File: config.mk
export PLATFORM = sky130hd
export DESIGN_NAME = ring_sequence_decoder
export DESIGN_NICKNAME = d
export VERILOG_FILES = /design/src/rtl/ring_sequence_decoder.sv
export SDC_FILE = /design/constraint.sdc
export NUM_CORES = 1
export LEC_CHECK = 0
export ABC_AREA = 1
export CORE_UTILIZATION = 56
export DETAILED_ROUTE_END_ITERATION = 8
export PLACE_DENSITY = 0.87
export SYNTH_ARGS = -nofsm -noshare
export SYNTH_HDL_FRONTEND = slang
export SYNTH_SLANG_ARGS = --single-unit
export TNS_END_PERCENT = 1
File: constraint.sdc
create_clock -name clk -period 2.3 [get_ports clk]
set_input_delay 0.46 -clock clk [delete_from_list [all_inputs] [get_ports clk]]
set_output_delay 0.46 -clock clk [all_outputs]
set_load 0.02 [all_outputs]
File: src/rtl/ring_sequence_decoder.sv
// Ring-counter sequence decoder.
// Decodes one-hot codes, tracks ring order, counts errors.
module ring_sequence_decoder #(
  parameter int NBITS_COUNT = 4,
  parameter int IDX_W = $clog2(NBITS_COUNT),
  parameter int LOCK_CNT = 3,
  parameter int ERR_W = 8
) (
  input  logic                   clk,
  input  logic                   reset,
  input  logic                   valid,
  input  logic [NBITS_COUNT-1:0] Code_in,
  input  logic                   clear_err,
  output logic [IDX_W-1:0]       Index,
  output logic                   index_valid,
  output logic                   illegal,
  output logic                   seq_err,
  output logic                   locked,
  output logic [ERR_W-1:0]       err_count
);

  localparam int GC_W = $clog2(LOCK_CNT + 1);

  typedef enum logic [1:0] {
    HUNT,
    TRACK,
    LOCKED
  } state_t;

  state_t                 state;
  logic [NBITS_COUNT-1:0] expected;
  logic [GC_W-1:0]        good_cnt;

  logic                   legal;
  logic                   hit;
  logic [IDX_W-1:0]       enc;
  logic [NBITS_COUNT-1:0] rot;
  logic [GC_W-1:0]        gc_inc;
  logic                   err_ev;

  assign legal  = $onehot(Code_in);
  assign hit    = (Code_in == expected);
  assign gc_inc = good_cnt + GC_W'(1);
  assign rot    = {Code_in[NBITS_COUNT-2:0],
                   Code_in[NBITS_COUNT-1]};

  // Error event: bad code, or ring break while locked
  assign err_ev = valid &
                  (!legal ||
                   (state == LOCKED && !hit));

  // Priority-free encoder; only used for one-hot codes
  always_comb begin
    enc = '0;
    for (int i = 0; i < NBITS_COUNT; i++) begin
      if (Code_in[i]) enc = IDX_W'(i);
    end
  end

  // Sequence FSM with registered index and pulse outputs
  always_ff @(posedge clk or negedge reset) begin
    if (!reset) begin
      state       <= HUNT;
      expected    <= '0;
      good_cnt    <= '0;
      Index       <= '0;
      index_valid <= 1'b0;
      illegal     <= 1'b0;
      seq_err     <= 1'b0;
      locked      <= 1'b0;
    end else begin
      index_valid <= 1'b0;
      illegal     <= 1'b0;
      seq_err     <= 1'b0;
      if (valid) begin
        if (!legal) begin
          illegal  <= 1'b1;
          state    <= HUNT;
          locked   <= 1'b0;
          good_cnt <= '0;
        end else begin
          index_valid <= 1'b1;
          Index       <= enc;
          expected    <= rot;
          unique case (state)
            HUNT: begin
              state    <= TRACK;
              good_cnt <= '0;
            end
            TRACK: begin
              if (hit) begin
                good_cnt <= gc_inc;
                if (gc_inc == GC_W'(LOCK_CNT)) begin
                  state  <= LOCKED;
                  locked <= 1'b1;
                end
              end else begin
                good_cnt <= '0;
              end
            end
            LOCKED: begin
              if (!hit) begin
                seq_err  <= 1'b1;
                state    <= TRACK;
                good_cnt <= '0;
                locked   <= 1'b0;
              end
            end
            default: begin
              state    <= HUNT;
              good_cnt <= '0;
              locked   <= 1'b0;
            end
          endcase
        end
      end
    end
  end

  // Saturating error counter; clear wins over increment
  always_ff @(posedge clk or negedge reset) begin
    if (!reset) begin
      err_count <= '0;
    end else if (clear_err) begin
      err_count <= '0;
    end else if (err_ev && err_count != '1) begin
      err_count <= err_count + ERR_W'(1);
    end
  end

endmodule

==> impl_results.rst <==
.. list-table::
   :header-rows: 1

   * - Metric
     - Value
   * - Outcome
     - complete, no violations
   * - Max transition margin
     - 0.690
   * - Count of nets left with antenna violations after detail routing
     - 0
   * - Cell Rows
     - 17
   * - Final nets
     - ~220
   * - Drt drc
     - 0
   * - Number of buffers on the longest clock path
     - 2
   * - Fraction of layout instances using a drive strength above 1
     - 0.203
   * - Number of fill cells
     - roughly 160
   * - Total number of vias
     - roughly 1,200
   * - Final worst path period share
     - 0.982
   * - I/O pin count
     - 22
   * - Met2 GRT Util
     - 0.436
   * - Number of cell instances on the worst register-to-register path
     - 6
   * - First element of the critical path
     - Code_in[3]
   * - Worst-case register-to-register setup slack
     - 650 ps
   * - Instance count of the mapped netlist
     - approximately 170
   * - Total setup violations reported at the end of the flow
     - 0
   * - PwrDens
     - approximately 660 nW/um^2
   * - FFs w/ async S/R, synth
     - 1.00
   * - Max Cap Viol
     - 0
   * - Worst-case vdd ir drop
     - approximately 0.00078 V
   * - Cells along the critical path
     - clkbuf_2, inv_2, fa_1, inv_1, ha_2, ha_1, nand3b_4, nor2_2, nand3_1, nand2_2, nor2_1, nand2_1, nand2_1
   * - Met1 global-route usage
     - 0.339
   * - Overflow left after global routing
     - 0
   * - Final core utilization
     - 0.761
   * - Width of the chip
     - around 50 microns
   * - Most common cell on crit path
     - nand2_1
   * - Leakage
     - 0.000902 uW
   * - Seq/Total Area, Yosys
     - 0.419
   * - Buffers added on ports
     - 21
   * - CP Depth
     - 13
   * - Launch point of the worst reg-to-reg path
     - err_count[0]$_DFFE_PN0P_
   * - Area of the die
     - approximately 2500 sq um
   * - Violation count after the first detailed-routing iteration
     - 30
   * - Vert. Die Dim
     - around 50 microns
   * - Mean instance size in the synthesized netlist
     - roughly 8 sq um
   * - Largest fanout on the critical path
     - 5
   * - CTS Sinks
     - 22
   * - Library cells used by synthesis
     - 23
   * - Aggregate routed wire length
     - about 3000 microns
   * - Area delta synth->final
     - 28.1%
   * - Root cell of the clock tree
     - clkbuf_4
   * - Endpoint of the lowest-slack register-to-register path
     - err_count[6]$_DFFE_PN0P_
   * - Placeable Area
     - around 2200 sq um
   * - Arrival time of data at the critical path endpoint
     - between 2000 and 2500 ps
   * - Peak clock frequency supported by timing
     - approximately 440 MHz
   * - Flops & latches, synth
     - 22
   * - Worst EP required
     - 2510 ps
   * - Number of enable flip-flop cells after synthesis
     - 0
   * - Number of synthesis warnings
     - 0
   * - Yosys top cell by area
     - dfrtp_1
   * - Worst min path class
     - in -> async
   * - Largest net degree at the start of global routing
     - 23
   * - Final Worst Setup Slack
     - around 41 ps
   * - Maximum level of the CTS H-tree
     - 1
   * - Final Total Pwr
     - between 1000 and 1500 uW
   * - Tightest Pin Transition
     - 465 ps
   * - Top cell type's share of synthesized area
     - 0.419
   * - Clock Latency Late Sink
     - approximately 320 ps
   * - Clock-pin transition on the worst setup and hold timing paths
     - between 100 and 150 ps
   * - Summed instance area of the synthesized netlist
     - about 1300 sq um
   * - Grt met3 use
     - 0.0394
   * - Number of optimization iterations in the first detailed-route pass
     - 4
   * - Mean routed wirelength per cell
     - 13.1 microns
   * - Gr busiest metal
     - met2
   * - Critical path endpoint category
     - register
   * - Family with the most delay on the worst path
     - adder cells
   * - Setup Skew
     - 9.73 ps
   * - Vias/cell
     - roughly 5.2
   * - Number of max-slew violations in the final report
     - 0
   * - Number of antenna violations at the first check in global routing
     - 0
   * - Top area cells in the synthesized netlist
     - dfrtp_1 42%, nand2_1 13%, inv_1 8.6%
   * - Initial standard-cell utilization of the core
     - 0.594
   * - Final period demand of the worst path
     - roughly 2300 ps
   * - Wire length of the first global-routing pass
     - ~5100 microns
   * - Category of the most critical setup path
     - in -> reg
   * - Largest stage delay on the critical path
     - ~530 ps
   * - Startpoint type of the worst setup path
     - primary input
   * - Most instantiated library cell after synthesis
     - nand2_1
   * - Routability Congestion
     - 0.795
   * - Synth Flop Type
     - dfrtp_1
   * - Overall global routing resource usage
     - 0.268
   * - Total clock buffers created by CTS
     - 3
   * - TritonCTS clock tree
     - done
   * - Endpoints failing hold
     - 0
   * - # diodes
     - 0
   * - Pre-CTS setup slack
     - -689 ps
   * - Leading post-synthesis cells by instance count
     - 44 x nand2_1, 30 x inv_1, 22 x dfrtp_1
   * - Post-Synthesis Net Count
     - 180
   * - Master of the slowest instance on the critical path
     - fa_1
   * - Buffer and inverter count on the worst path
     - 3
   * - Detailed Place HPWL
     - between 2000 and 2500 microns
   * - Number of global-route vias before repair
     - roughly 1,200
   * - End point of the critical path
     - state[1]$_DFFE_PN0P_
==> report_power, final <==
group | internal, uW | switching [uW] | total (uW)
sequential | 451 | 38.0 | 489
combinational | 166 | 234 | 400
clock | 96.9 | 120 | 217
total | 714 | 392 | 1110
==> cells by family (layout without fill, tap and decap cells) <==
| group | after synthesis | after routing | share of synthesized area |
|---|---|---|---|
| xor gates and xnor gates | 4 | 4 | 0.0267 |
| and+or+nand+nor | 92 | 92 | 0.356 |
| AOI/OAI and AO/OA | 9 | 9 | 0.0381 |
| buffers and inverters | 35 | 70 | 0.107 |
| DFF | 22 | 22 | 0.419 |
| adders and majority gates | 5 | 5 | 0.0533 |
==> repair_timing <==
action | CTS | global route
resized for setup | 8 | 9
pin swaps | 1 | 2
buffers inserted | 0 | 1
setup endpoints to repair | 21 | 14
hold buffers | 0 | 0
==> final cells by class <==
class	count	area, sq um	share of cell area
clock buffer	4	36.3	0.0216
inverter	33	126	0.0751
multi-input combinational	110	649	0.386
tap	28	35.0	0.0208
sequential	22	551	0.327
timing repair buffer	33	285	0.170
==> metrics by stage <==
step                      hold WS (ps)  std cells  area [sq um]  setup TNS [ps]
after global placement             458        225          1630          -10160
final                              469        230          1680               0
after detailed placement           485        225          1630          -12360
after floorplan                    164        167          1320               0
after CTS                          476        229          1670               0
after global routing               505        230          1680            -207
==> registers in the layout, summed over array words and instances, names as in the netlist <==
signal / count
expected: 4
index_valid: 1
locked: 1
Index: 2
illegal: 1
seq_err: 1
state: 2
good_cnt: 2
err_count: 8
==> metal layers <==
metal	wire length (microns)	up-vias
met5	0	-
met4	65	0
met3	117	7
met2	1510	26
met1	1330	563
li1	-	592
==> cells in the final DEF (no fill, tap or decap), drive strengths merged <==
cell	instances
nand3	16
inv	33
fa	1
or2	1
nor2	12
nand3b	1
dfrtp	22
o211ai	1
o21ai	7
buf	12
ha	4
nor3	1
o21a	1
clkbuf	7
nand2	51
clkdlybuf4s50	18
nand4	10
xor2	4
==> worst min path at each step <==
stage	from	to
after floorplan	reset	Index[0]$_DFFE_PN0P_
after global placement	locked$_DFFE_PN0P_	locked$_DFFE_PN0P_
after detailed placement	locked$_DFFE_PN0P_	locked$_DFFE_PN0P_
after CTS	reset	illegal$_DFF_PN0_
after global routing	Code_in[0]	expected[1]$_DFFE_PN0P_
final	reset	err_count[6]$_DFFE_PN0P_
Power figures use the tool's default switching activity.
==> RTL edit: new RTL, config.mk and constraints unchanged <==
The 3 states of `state_t` get a one-hot encoding in 3 bits.
--- a/src/rtl/ring_sequence_decoder.sv
+++ b/src/rtl/ring_sequence_decoder.sv
@@ -23,6 +23,6 @@
 
-  typedef enum logic [1:0] {
-    HUNT,
-    TRACK,
-    LOCKED
+  typedef enum logic [2:0] {
+    HUNT   = 3'b001,
+    TRACK  = 3'b010,
+    LOCKED = 3'b100
   } state_t;
Check against the original RTL: same outputs for any inputs over 10 cycles, from zero or initial values and one cycle with reset low; not proved beyond that.
==> RTL edit against the unedited design <==
- clock power shrank 10%
- via count grew 3.5%
- worst setup slack gained 0.044 ns
- fmax grew 2.0%
- final area grew 2.2%
- wire length shrank 5.4%
- first-iteration DRC count shrank 13%
- sequential cell count grew 1
- area after synthesis grew 4.5%
- critical path depth shrank 1
- core utilization grew 0.17 points
- power is essentially flat
- critical path type unchanged
==> RTL edit: results (changes against the unedited design) <==
| Metric | Value |
|---|---|
| Gr usage total | 24.83% (-2.0 points) |
| Ranking of synthesized cells by area | dfrtp_1 (40%), nand2_1 (11%), inv_1 (8.5%) |
| Initial antenna violation count | 0 (unchanged) |
| Met3 Usage GRT | 2.047% (-1.9 points) |
| Max VDD drop | 665.8 uV (-15%) |
| GR met2 Demand/Resource | 42.86% (-0.70 points) |
| Share of cells above drive strength 1 | 19.14% (-1.2 points) |
| Most frequent cells after synthesis | nand2_1 (42), inv_1 (31), dfrtp_1 (22) |
| Grt met1 use | 31.12% (-2.7 points) |
| Worst min-delay path class | input pin to flop |
| Status | finished clean |
| Synth cell types | 26 (+13%) |
| GP Congestion | 0.8246 (+3.7%) |
| Largest net degree at the start of global routing | 17 (-26%) |
| Worst path top cell family by delay | adder cells |
| Place WS | -0.5691 ns (+0.1203 ns) |
| Largest stage delay on the critical path | 0.48 ns (-0.05 ns) |
| Ant. Diodes | 0 (unchanged) |
| Vias per cell | 5.186 (+0.40%) |
| Initial DRC Count | 26 (-13%) |
| Total CTS buffers | 3 (unchanged) |
| Largest regs | err_count (8), expected (4), state (3) |
| Sequential share of the synthesized area | 42.02% (+0.12 points) |
| Async SR Flop Fraction | 100.0% (unchanged) |
| DP Wirelength | 2187 um (+5.2%) |
| Final nets | 223 (+3.2%) |
| Clock transition at path regs | 0.13 ns |
| CP max stage cell | fa_1 |
| IO Port Bufs | 21 (unchanged) |
| Leak | 0.9247 nW (+2.5%) |
| Vias in the first global route | 1211 (-2.7%) |
| Layout Skew | 0.005647 ns (-0.004078 ns) |
| Clock tree buffer depth | 2 (unchanged) |
| Post-Syn Nets | 187 (+3.9%) |
| Slew @ Worst Pin | 0.5604 ns (+0.09572 ns) |
| Max capacitance violation total | 0 (unchanged) |
| WL per Instance | 12.06 um (-8.2%) |
| First-pass GRT wire length | 4947 um (-2.4%) |
| Critical path peak fanout | 7 (+2) |
| Filler cells | 168 (+2.4%) |
| Root Buffer | clkbuf_4 |
RTL edit: cell count changes after synthesis, moves of 2 or more:
cell,change
nor2_4,+2
nor2_2,-2
nand2_4,+2
inv_2,+2
a21oi_1,+2
nand2_8,-2
o21ai_1,+2
nand2_1,-2
nor2_1,-3
nand2_2,+2
RTL edit: worst register-to-register path: stages (launching register included):
cell,delay [ns]
dfrtp_1,0.44
ha_1,0.25
nand3_2,0.13
o21a_1,0.37
nand2_4,0.14
nand3_1,0.09
nand2_1,0.06
RTL edit: cell type report:
type | instances | share of cell area, %
clock buffer | 3 | 1.310
multi-input combinational | 113 | 37.99
inverter | 36 | 8.006
sequential | 23 | 33.55
clock inverter | 1 | 0.2911
timing repair buffer | 33 | 16.81
tap | 28 | 2.038
RTL edit: kinds of logic (layout without fill, tap and decap cells):
group           count (synthesis)  in the layout  share of synthesized area (%)
simple gates                   92             92                          34.64
xor+xnor                        4              4                          2.552
flops                          23             23                          42.02
compound gates                 12             12                          4.740
buf+inv                        38             73                          10.94
fa+ha+maj                       5              5                          5.105
RTL edit: stage by stage:
step           instance area, um2  instances  hold slack (ns)  util, %  setup TNS (ns)
3_5_place_dp                 1685        232           0.4645    74.75          -11.35
5_1_grt                      1719        237           0.4947    76.25       -0.001831
4_1_cts                      1709        236           0.4746    75.80               0
2_1_floorplan                1373        174           0.1644        -               0
6_report                     1719        237           0.4565    76.25               0
3_3_place_gp                 1685        232           0.4571    74.75          -9.502
RTL edit: path summary, 6_finish.rpt:
kind / slack, ns / cells past startpoint / startpoint / end
max in group asynchronous: 1.24 / 2 / reset / err_count[2]
min: 0.46 / 4 / Code_in[0] / expected[1]
max reg2reg: 0.73 / 6 / err_count[0] / err_count[5]
min reg2reg: 0.48 / 1 / good_cnt[0] / good_cnt[0]
max: 0.08 / 12 / Code_in[3] / state[1]
min in group asynchronous: 0.48 / 1 / reset / locked
RTL edit: timing repair:
item                                   in CTS  in global routing
endpoints found under the hold margin       0                  0
buffers inserted                            0                  1
setup endpoints to repair                  22                 14
gates resized for setup                     3                  7
pin swaps                                   1                  2
RTL edit: report_power, final:
group	switching [mW]	internal [mW]	leakage [nW]
clock network	0.130	0.0654	0.0177
logic	0.231	0.164	0.605
registers	0.0439	0.473	0.302
total	0.405	0.702	0.925
RTL edit: layer usage:
metal	vias up	share of wire, %
li1	623	-
met1	580	45
met2	21	52
met3	5	2.0
met4	0	1.5
met5	-	0
